`config.mk`:
```
export PLATFORM = sky130hd
export DESIGN_NAME = pu_pipe
export DESIGN_NICKNAME = d
export VERILOG_FILES = /design/src/rtl/pu_pipe.sv
export SDC_FILE = /design/constraint.sdc
export NUM_CORES = 1
export LEC_CHECK = 0
export ABC_CLOCK_PERIOD_IN_PS = 57300
export CAP_MARGIN = 25
export CORE_MARGIN = 10
export CORE_UTILIZATION = 40
export DETAILED_ROUTE_END_ITERATION = 8
export MAX_ROUTING_LAYER = met4
export SLEW_MARGIN = 20
export SYNTH_ARGS = -nofsm -noshare
export SYNTH_HDL_FRONTEND = slang
export SYNTH_SLANG_ARGS = --single-unit
```
`constraint.sdc`:
```
create_clock -name clk -period 57.3 [get_ports clk]
set_input_delay 11.46 -clock clk [delete_from_list [all_inputs] [get_ports clk]]
set_output_delay 11.46 -clock clk [all_outputs]
set_load 0.02 [all_outputs]
```
`src/rtl/pu_pipe.sv`:
```
// pu_pipe: two-stage valid/ready processing unit for the polar SC decoder.
// In: op/stage/tag + LLR/bit operands; out: results, mem_wr_en, err_illegal.
package pu_pipe_pkg;
  localparam logic [3:0] OP_F      = 4'b0001;
  localparam logic [3:0] OP_G      = 4'b0010;
  localparam logic [3:0] OP_G0R    = 4'b0011;
  localparam logic [3:0] OP_REP    = 4'b0100;
  localparam logic [3:0] OP_SPC    = 4'b0101;
  localparam logic [3:0] OP_RATE0  = 4'b0110;
  localparam logic [3:0] OP_RATE1  = 4'b0111;
  localparam logic [3:0] OP_COMB   = 4'b1000;
  localparam logic [3:0] OP_COMB0R = 4'b1001;
endpackage

module pu_pipe
  import pu_pipe_pkg::*;
#(
  parameter int P    = 8,
  parameter int Q    = 6,
  parameter int STW  = 3,
  parameter int TAGW = 4
) (
  input  logic              clk,
  input  logic              rst_n,
  input  logic              in_valid,
  output logic              in_ready,
  input  logic [3:0]        in_op,
  input  logic [STW-1:0]    in_stage,
  input  logic [TAGW-1:0]   in_tag,
  input  logic [2*P*Q-1:0]  llr_in,
  input  logic [P-1:0]      funcg_bit_in,
  input  logic [P-1:0]      bit_comb_left,
  input  logic [P-1:0]      bit_comb_right,
  output logic              out_valid,
  input  logic              out_ready,
  output logic [TAGW-1:0]   out_tag,
  output logic [2:0]        mem_wr_en,
  output logic [P*Q-1:0]    llr_out,
  output logic [2*P-1:0]    bit_out,
  output logic [2*P-1:0]    bit_comb_out,
  output logic              err_illegal,
  input  logic              err_clr
);

  localparam int N  = 2 * P;
  localparam int LP = $clog2(P);
  localparam int SW = Q + LP + 1;
  localparam int IW = $clog2(N);
  localparam logic [STW-1:0] SMAX = STW'(LP);

  function automatic logic legal(
    input logic [3:0]     op,
    input logic [STW-1:0] s
  );
    unique case (op)
      OP_F, OP_G, OP_G0R, OP_REP,
      OP_SPC, OP_RATE0, OP_RATE1: return 1'b1;
      OP_COMB, OP_COMB0R:         return s <= SMAX;
      default:                    return 1'b0;
    endcase
  endfunction

  // Unsigned magnitude; -2^(Q-1) maps to 2^(Q-1) exactly.
  function automatic logic [Q-1:0] abs_mag(input logic [Q-1:0] x);
    return x[Q-1] ? -x : x;
  endfunction

  function automatic logic [Q-1:0] f_op(input logic [Q-1:0] a, b);
    logic [Q-1:0] ma, mb, m;
    ma = abs_mag(a);
    mb = abs_mag(b);
    if (ma[Q-1]) ma = {1'b0, {(Q-1){1'b1}}};
    if (mb[Q-1]) mb = {1'b0, {(Q-1){1'b1}}};
    m = (ma < mb) ? ma : mb;
    return (a[Q-1] ^ b[Q-1]) ? -m : m;
  endfunction

  function automatic logic [Q-1:0] g_op(
    input logic [Q-1:0] a, b,
    input logic         u
  );
    logic signed [Q:0] sa, sb, s;
    sa = {a[Q-1], a};
    sb = {b[Q-1], b};
    s  = u ? sb - sa : sb + sa;
    if (s[Q] != s[Q-1])
      return s[Q] ? {1'b1, {(Q-1){1'b0}}}
                  : {1'b0, {(Q-1){1'b1}}};
    return s[Q-1:0];
  endfunction

  logic             s1_valid;
  logic [3:0]       s1_op;
  logic [STW-1:0]   s1_stage;
  logic [TAGW-1:0]  s1_tag;
  logic [N*Q-1:0]   s1_llr;
  logic [P-1:0]     s1_u, s1_l, s1_r;
  logic             adv1, adv2, acc;

  assign adv2     = !out_valid || out_ready;
  assign adv1     = !s1_valid || adv2;
  assign in_ready = adv1;
  assign acc      = in_valid && in_ready;

  always_ff @(posedge clk or negedge rst_n) begin
    if (!rst_n) begin
      s1_valid <= 1'b0;
      s1_op    <= '0;
      s1_stage <= '0;
      s1_tag   <= '0;
      s1_llr   <= '0;
      s1_u     <= '0;
      s1_l     <= '0;
      s1_r     <= '0;
    end else if (adv1) begin
      s1_valid <= in_valid;
      if (in_valid) begin
        s1_op    <= in_op;
        s1_stage <= in_stage;
        s1_tag   <= in_tag;
        s1_llr   <= llr_in;
        s1_u     <= funcg_bit_in;
        s1_l     <= bit_comb_left;
        s1_r     <= bit_comb_right;
      end
    end
  end

  // Set wins over a simultaneous clear.
  always_ff @(posedge clk or negedge rst_n) begin
    if (!rst_n)
      err_illegal <= 1'b0;
    else if (acc && !legal(in_op, in_stage))
      err_illegal <= 1'b1;
    else if (err_clr)
      err_illegal <= 1'b0;
  end

  logic signed [SW-1:0] rep_sum;
  logic [N-1:0]         hard, spc;
  logic [Q-1:0]         min_mag, mag;
  logic [IW-1:0]        min_idx;

  always_comb begin
    rep_sum = '0;
    hard    = '0;
    min_mag = '1;
    min_idx = '0;
    mag     = '0;
    for (int j = 0; j < N; j++) begin
      rep_sum = rep_sum + SW'($signed(s1_llr[j*Q+:Q]));
      hard[j] = s1_llr[j*Q+Q-1];
      mag     = abs_mag(s1_llr[j*Q+:Q]);
      if (mag < min_mag) begin
        min_mag = mag;
        min_idx = IW'(j);
      end
    end
    spc = hard ^ ({{(N-1){1'b0}}, ^hard} << min_idx);
  end

  int           clen;
  logic [N-1:0] cmask, cl, cr, comb_res;

  always_comb begin
    clen     = 1 << s1_stage;
    cmask    = ~({N{1'b1}} << clen);
    cl       = {{P{1'b0}}, s1_l};
    cr       = (s1_op == OP_COMB0R) ? '0 : {{P{1'b0}}, s1_r};
    comb_res = ((cl ^ cr) & cmask) | ((cr & cmask) << clen);
  end

  logic           ok, is_fg, is_dec, is_cmb;
  logic [2:0]     n_mem;
  logic [P*Q-1:0] n_llr;
  logic [N-1:0]   n_bit, n_comb;

  assign ok     = s1_valid && legal(s1_op, s1_stage);
  assign is_fg  = ok && (s1_op inside {OP_F, OP_G, OP_G0R});
  assign is_dec = ok && (s1_op inside {OP_REP, OP_SPC,
                                       OP_RATE0, OP_RATE1});
  assign is_cmb = ok && (s1_op inside {OP_COMB, OP_COMB0R});

  always_comb begin
    n_mem  = '0;
    n_llr  = '0;
    n_bit  = '0;
    n_comb = '0;
    unique case (1'b1)
      is_fg: begin
        n_mem = 3'b100;
        for (int i = 0; i < P; i++)
          n_llr[i*Q+:Q] = (s1_op == OP_F)
            ? f_op(s1_llr[i*Q+:Q], s1_llr[(P+i)*Q+:Q])
            : g_op(s1_llr[i*Q+:Q], s1_llr[(P+i)*Q+:Q],
                   (s1_op == OP_G) && s1_u[i]);
      end
      is_dec: begin
        n_mem = 3'b010;
        unique case (s1_op)
          OP_REP:   n_bit = {N{rep_sum[SW-1]}};
          OP_SPC:   n_bit = spc;
          OP_RATE1: n_bit = hard;
          default:  n_bit = '0;
        endcase
      end
      is_cmb: begin
        n_mem  = 3'b001;
        n_comb = comb_res;
      end
      default: ;
    endcase
  end

  always_ff @(posedge clk or negedge rst_n) begin
    if (!rst_n) begin
      out_valid    <= 1'b0;
      out_tag      <= '0;
      mem_wr_en    <= '0;
      llr_out      <= '0;
      bit_out      <= '0;
      bit_comb_out <= '0;
    end else if (adv2) begin
      out_valid    <= s1_valid;
      out_tag      <= s1_valid ? s1_tag : '0;
      mem_wr_en    <= n_mem;
      llr_out      <= n_llr;
      bit_out      <= n_bit;
      bit_comb_out <= n_comb;
    end
  end

endmodule

```
==> metrics.txt, run 1 <==
crit path DAT 31.01 ns; Synth Warn # 0; startpoint type of the worst setup path flop; register area share after synthesis 0.244; Sum Neg Setup Slack 0 ns; Routed Antenna Nets 0; largest net degree at the start of global routing 104; area of the multi-input gates 0.0160 mm²; RSZ-0062 raised after global routing no; final RePlAce weighted congestion 0.989; synth top area cells dfrtp_1 24%, ha_1 10%, fa_1 8.7%, mux2_2 6.8%, xnor2_1 5.0%; total of max-cap violations 0; vias in the first global route 20.4k; CORE AREA 0.0563 mm²; synthesized flop and latch total 221; crit share post-route 0.534; Core Rows 87; Die Wd 258 µm; FILL cells 5,400; slew margin rel. 0.274; Post-CTS Setup Bufs 0; clk_skew 0.0183 ns; required time of the critical path 57.74 ns; total track usage 0.248; initial antenna violation count 1; DRC violations left 0; post-cts hold buffer count 0; CTS Sinks 221; Mapped Cells 2,570; Finished Cell Area 0.0267 mm²; CP Class flop to flop; grt total ovfl 0; Final Hold Violating Endpoints 0; CTS Root Cell clkbuf_16; final non-filler cell total 3,546; Yosys cell types 108; worst hold slack 0.471 ns; H-tree levels 1; total CTS buffers 26; crit-path max cell delay 0.88 ns; Main synth FF type dfrtp_1; synthesized area 0.0227 mm²; highest clock rate 32.7 MHz; worst min path class flop to flop; worst-margin pin slew 1.08 ns; WL per Instance 23.2 µm; dpl cell area 0.0258 mm²; routed vias 20.3k; top cell type's share of synthesized area 0.244; most frequent cell after synthesis nand2_1; cell count after placement 3,497; Post-DP HPWL 67.5 mm; Synth async-reset ratio 1.00; clock buffer depth 3; first-iteration detailed-routing DRC count 1,422; drt total wl 82.1 mm; I/O Buffers 225; Max Slew Vio Count 0; crit end category flop; CTS tree done; post_cts resized 0; Avg Synthesized Cell Area 8.82 µm²; crit path max-delay cell type a211oi_2; layout overhead on the synthesized area 17.8%; maximum fanout along the worst path 14; Worst-Skew Late Latency 0.58 ns; Most common cell on crit path ha_1; most frequent cells after synthesis 235 x nand2_1, 221 x dfrtp_1, 205 x nor2_1; clk slew on worst S/H paths 0.06 ns; final setup violating endpoints 0; Synth Net Count 2,995; I/O Pins 226; Post-synth EDFFs 0; DIE AREA 0.0666 mm²; layout cells sized above 1 0.107; cell taking the most area after synthesis dfrtp_1; sequential cell area 0.00553 mm²; fin nets 3,195; status finished, final reports clean; post-DR vias/cell 5.73; first-pass GRT wire length 126 mm; DR pass1 iterations 6; Initial Util 0.403; Die Y-Extent 258 µm; fin crit period 30.58 ns
[worst max-delay path: cells and delay by family (launching register included)]
kind                     cells  cell delay, ns
AO/OA/AOI/OAI               65           14.42
AND/OR/NAND/NOR             37            7.92
adder cells (fa/ha/maj)     19            5.74
multiplexers                 6            1.40
flip-flops                   1            0.52
buffers and inverters        4            0.34
[per-layer routing]
layer	wire, µm	vias up	share of wire	GRT usage
li1	-	9511	-	-
met1	37300	10100	0.45	0.329
met2	38100	592	0.46	0.396
met3	5240	95	0.064	0.0380
met4	1600	0	0.019	0.0562
met5	0	-	0	-
[cell usage in the layout (no fill, tap or decap), types with 26 or more instances in the layout]
cell,n
nor3_1,42
clkdlybuf4s50_1,224
buf_4,40
xor2_1,72
nor2_1,205
nand2_1,234
xnor2_1,130
ha_1,190
a21o_1,35
mux2_2,137
o21ai_0,203
a31oi_1,32
inv_1,197
nand3_1,30
fa_1,99
a21oi_1,141
clkbuf_16,26
dfrtp_1,221
a32o_1,31
nand2b_1,53
nor2b_1,35
o31ai_1,31
[worst paths after layout]
path	start	endpoint	slack, ns	depth (start not counted)
setup / recovery	s1_llr[0]	bit_out[5]	26.72	131
hold / removal	out_tag[3]	out_tag[3]	0.47	2
setup reg to reg	s1_llr[0]	bit_out[5]	26.72	131
hold reg to reg	out_tag[3]	out_tag[3]	0.47	2
max in group asynchronous	rst_n	llr_out[31]	44.33	3
min in group asynchronous	rst_n	bit_comb_out[9]	10.90	1
[layout make-up]
type | instances | area share
clock inverter | 12 | 0.00389
sequential | 221 | 0.207
inverter | 197 | 0.0277
multi-input combinational | 2058 | 0.601
timing repair buffer | 266 | 0.0969
tap | 756 | 0.0354
antenna | 1 | 0.0000938
clock buffer | 35 | 0.0275
[state kept, by name (all words and copies together), names as in the netlist]
signal / flops
bit_comb_out: 16
bit_out: 16
err_illegal: 1
llr_out: 48
mem_wr_en: 3
out_tag: 4
out_valid: 1
s1_l: 8
s1_llr: 96
s1_op: 4
s1_r: 8
s1_stage: 3
s1_tag: 4
s1_u: 8
s1_valid: 1
[cell families after synthesis]
| group | count (synthesis) | synth area share |
|---|---|---|
| compound gates | 663 | 0.197 |
| fa+ha+maj | 300 | 0.197 |
| flops | 221 | 0.244 |
| mux | 159 | 0.0780 |
| xor+xnor | 202 | 0.0781 |
| simple gates | 734 | 0.156 |
| buf+inv | 291 | 0.0493 |
[per-stage QoR]
stage	setup slack (ns)	utilization
2_1_floorplan	30.67	-
3_3_place_gp	27.83	0.459
3_5_place_dp	27.34	0.459
4_1_cts	27.19	0.474
5_1_grt	24.39	0.474
6_report	26.72	0.474
Power of run 1 is not shown: default switching activity piles up to over one toggle a cycle in this logic, so the estimate is an artifact.
==> inputs of run 2 (changes only) <==
Settings changed: ABC_CLOCK_PERIOD_IN_PS 57300 to 27500.
Clock period 57.3 ns to 27.5 ns, I/O delays scaled along.
==> run 2 against run 1 <==
  * Non-clock buffer count increased by 121
  * First-iteration DRC count increased by 11%
  * Design area up 4.4%
  * Largest cell class unchanged
==> metrics.txt, run 2 (synthesis gave the netlist of run 1 again) <==
status finished, final reports clean; CP Class flop to flop; cell count of the worst reg-to-reg path 131 (unchanged); clk slew on worst S/H paths 0.06 ns (about the same); sequential cell area 0.00553 mm² (about the same); total CTS buffers 26 (unchanged); crit path max-delay cell type or4b_4; Top reg by flops s1_llr; initial antenna violation count 3 (+2); largest net degree at the start of global routing 94 (-9.6%); reg2reg setup slack 1.43 ns (-25.30 ns); crit share post-route 0.948 (+0.415); final setup violating endpoints 0 (unchanged); routed vias 20.7k (+2.0%); DIE AREA 0.0666 mm² (unchanged); slew margin rel. 0.299 (+0.0249); WL per Instance 22.8 µm (-1.7%); worst-margin pin slew 1.04 ns (-0.0334 ns); CTS Sinks 221 (unchanged); Die Wd 258 µm (unchanged); FILL cells 5,406 (+0.11%); commonest non-fill, non-tap cell in the layout nand2_1; Worst-Skew Late Latency 0.58 ns (about the same); crit path DAT 26.52 ns (-4.49 ns); I/O Pins 226 (unchanged); Die Y-Extent 258 µm (unchanged); Most common cell on crit path ha_1; Final WS setup 1.43 ns (-25.30 ns); Reg2Reg Launch Point s1_llr[2]; required time of the critical path 27.95 ns (-29.79 ns); WHS Endpoint out_tag[1]; registers with the most flip-flops s1_llr (96), llr_out (48); met3 Usage GRT 0.0274 (-0.0106); post-DR vias/cell 5.65 (-1.3%); CTS tree done; Max Slew Vio Count 0 (unchanged); total track usage 0.250 (+0.00130); total of max-cap violations 0 (unchanged); clk_skew 0.0187 ns (+0.000409 ns); Largest register FFs 96 (unchanged); pre-CTS setup slack 0.520 ns (-26.82 ns); Post-DP HPWL 68.6 mm (+1.7%); met2 GRT Util 0.402 (+0.00588); drt total wl 83.5 mm (+1.6%); WHS Path Cells 2 (unchanged); Final Hold Violating Endpoints 0 (unchanged); fin nets 3,316 (+3.8%); highest clock rate 38.4 MHz (+17%); startpoint type of the worst setup path flop; M1 GR Usage 0.332 (+0.00347); commonest cells after routing, fill and taps aside 229 x nand2_1, 224 x clkdlybuf4s50_1, 218 x dfrtp_1; Antenna Cells 0 (-1); clock buffer depth 3 (unchanged); grt total ovfl 0 (unchanged); first-pass GRT wire length 126 mm (+0.31%); I/O Buffers 225 (unchanged); RR Endpoint bit_out[1]; vias in the first global route 20.7k (+1.1%); Routed Antenna Nets 0 (unchanged); CORE AREA 0.0563 mm² (unchanged); Core Rows 87 (unchanged); CTS Root Cell clkbuf_16; maximum fanout along the worst path 9 (-5); layout cells sized above 1 0.159 (+0.0519); layout overhead on the synthesized area 23.0%; final RePlAce weighted congestion 0.990 (about the same); worst min path class flop to flop; fin crit period 26.07 ns (-4.50 ns); crit-path max cell delay 0.54 ns (-0.34 ns); Sum Neg Setup Slack 0 ns (unchanged); Top Usage Layer GRT met2; DRC violations left 0 (unchanged); DR pass1 iterations 5 (-1); H-tree levels 1 (unchanged); first-iteration detailed-routing DRC count 1,578 (+11%); post-cts hold buffer count 0 (unchanged); worst min-delay path startpoint out_tag[1]; crit end category flop; Initial Util 0.403 (unchanged); area of the multi-input gates 0.0163 mm² (+1.4%)
==> run 2: cell types whose count changed in the layout (fill, tap and decap cells not counted), sizes merged <==
cell,previous run,this run
bufinv,1,2
clkinvlp,0,1
diode,1,0
buf,42,163
clkinv,10,5
clkbuf,35,38
==> run 2: timing repair <==
item,CTS,global route
resized for setup,0,60
buffers inserted,0,15
hold endpoints to repair,0,0
endpoints found under the setup margin,0,16
==> run 2: worst max-delay path by stage <==
stage	from	end	slack [ns]	depth (start not counted)
after global placement	s1_llr[6]	bit_out[13]	1.06	133
after global routing	s1_llr[2]	bit_out[1]	-0.05	137
after floorplan	s1_llr[2]	bit_out[5]	0.87	139
final	s1_llr[2]	bit_out[1]	1.43	131
after detailed placement	s1_llr[2]	bit_out[1]	0.52	134
after CTS	s1_llr[2]	bit_out[1]	0.36	134
==> run 2: worst max-delay path, delay by kind of cell (launching register included) <==
kind	cells	cell delay, ns
AO/OA/AOI/OAI	61	9.50
multiplexers	8	1.90
flip-flops	1	0.46
AND/OR/NAND/NOR	33	6.42
adder cells (fa/ha/maj)	20	6.29
XOR/XNOR	1	0.26
buffers and inverters	8	1.06
==> run 2: routing by layer <==
layer | vias to the layer above | wire, µm | share of wire
met4 | 0 | 2050 | 0.025
met2 | 696 | 38600 | 0.46
met3 | 123 | 4940 | 0.059
met5 | - | 0 | 0
met1 | 10200 | 37800 | 0.45
li1 | 9729 | - | -
==> run 2: cell type report <==
type	instances	area share
Multi-Input combinational cell	2058	0.584
Sequential cell	221	0.199
Timing Repair Buffer	387	0.126
Tap cell	756	0.0340
Clock buffer	38	0.0275
Inverter	197	0.0265
Clock inverter	9	0.00418
==> run 2: metrics by stage <==
step	util	std cells	hold WS, ns	cell area, µm²
2_1_floorplan	-	2570	0.470	22700
3_3_place_gp	0.473	3603	0.453	26600
3_5_place_dp	0.473	3603	0.463	26600
4_1_cts	0.489	3650	0.476	27500
5_1_grt	0.495	3666	0.498	27900
6_report	0.495	3666	0.470	27900
Power of run 2 is left out for the same reason.
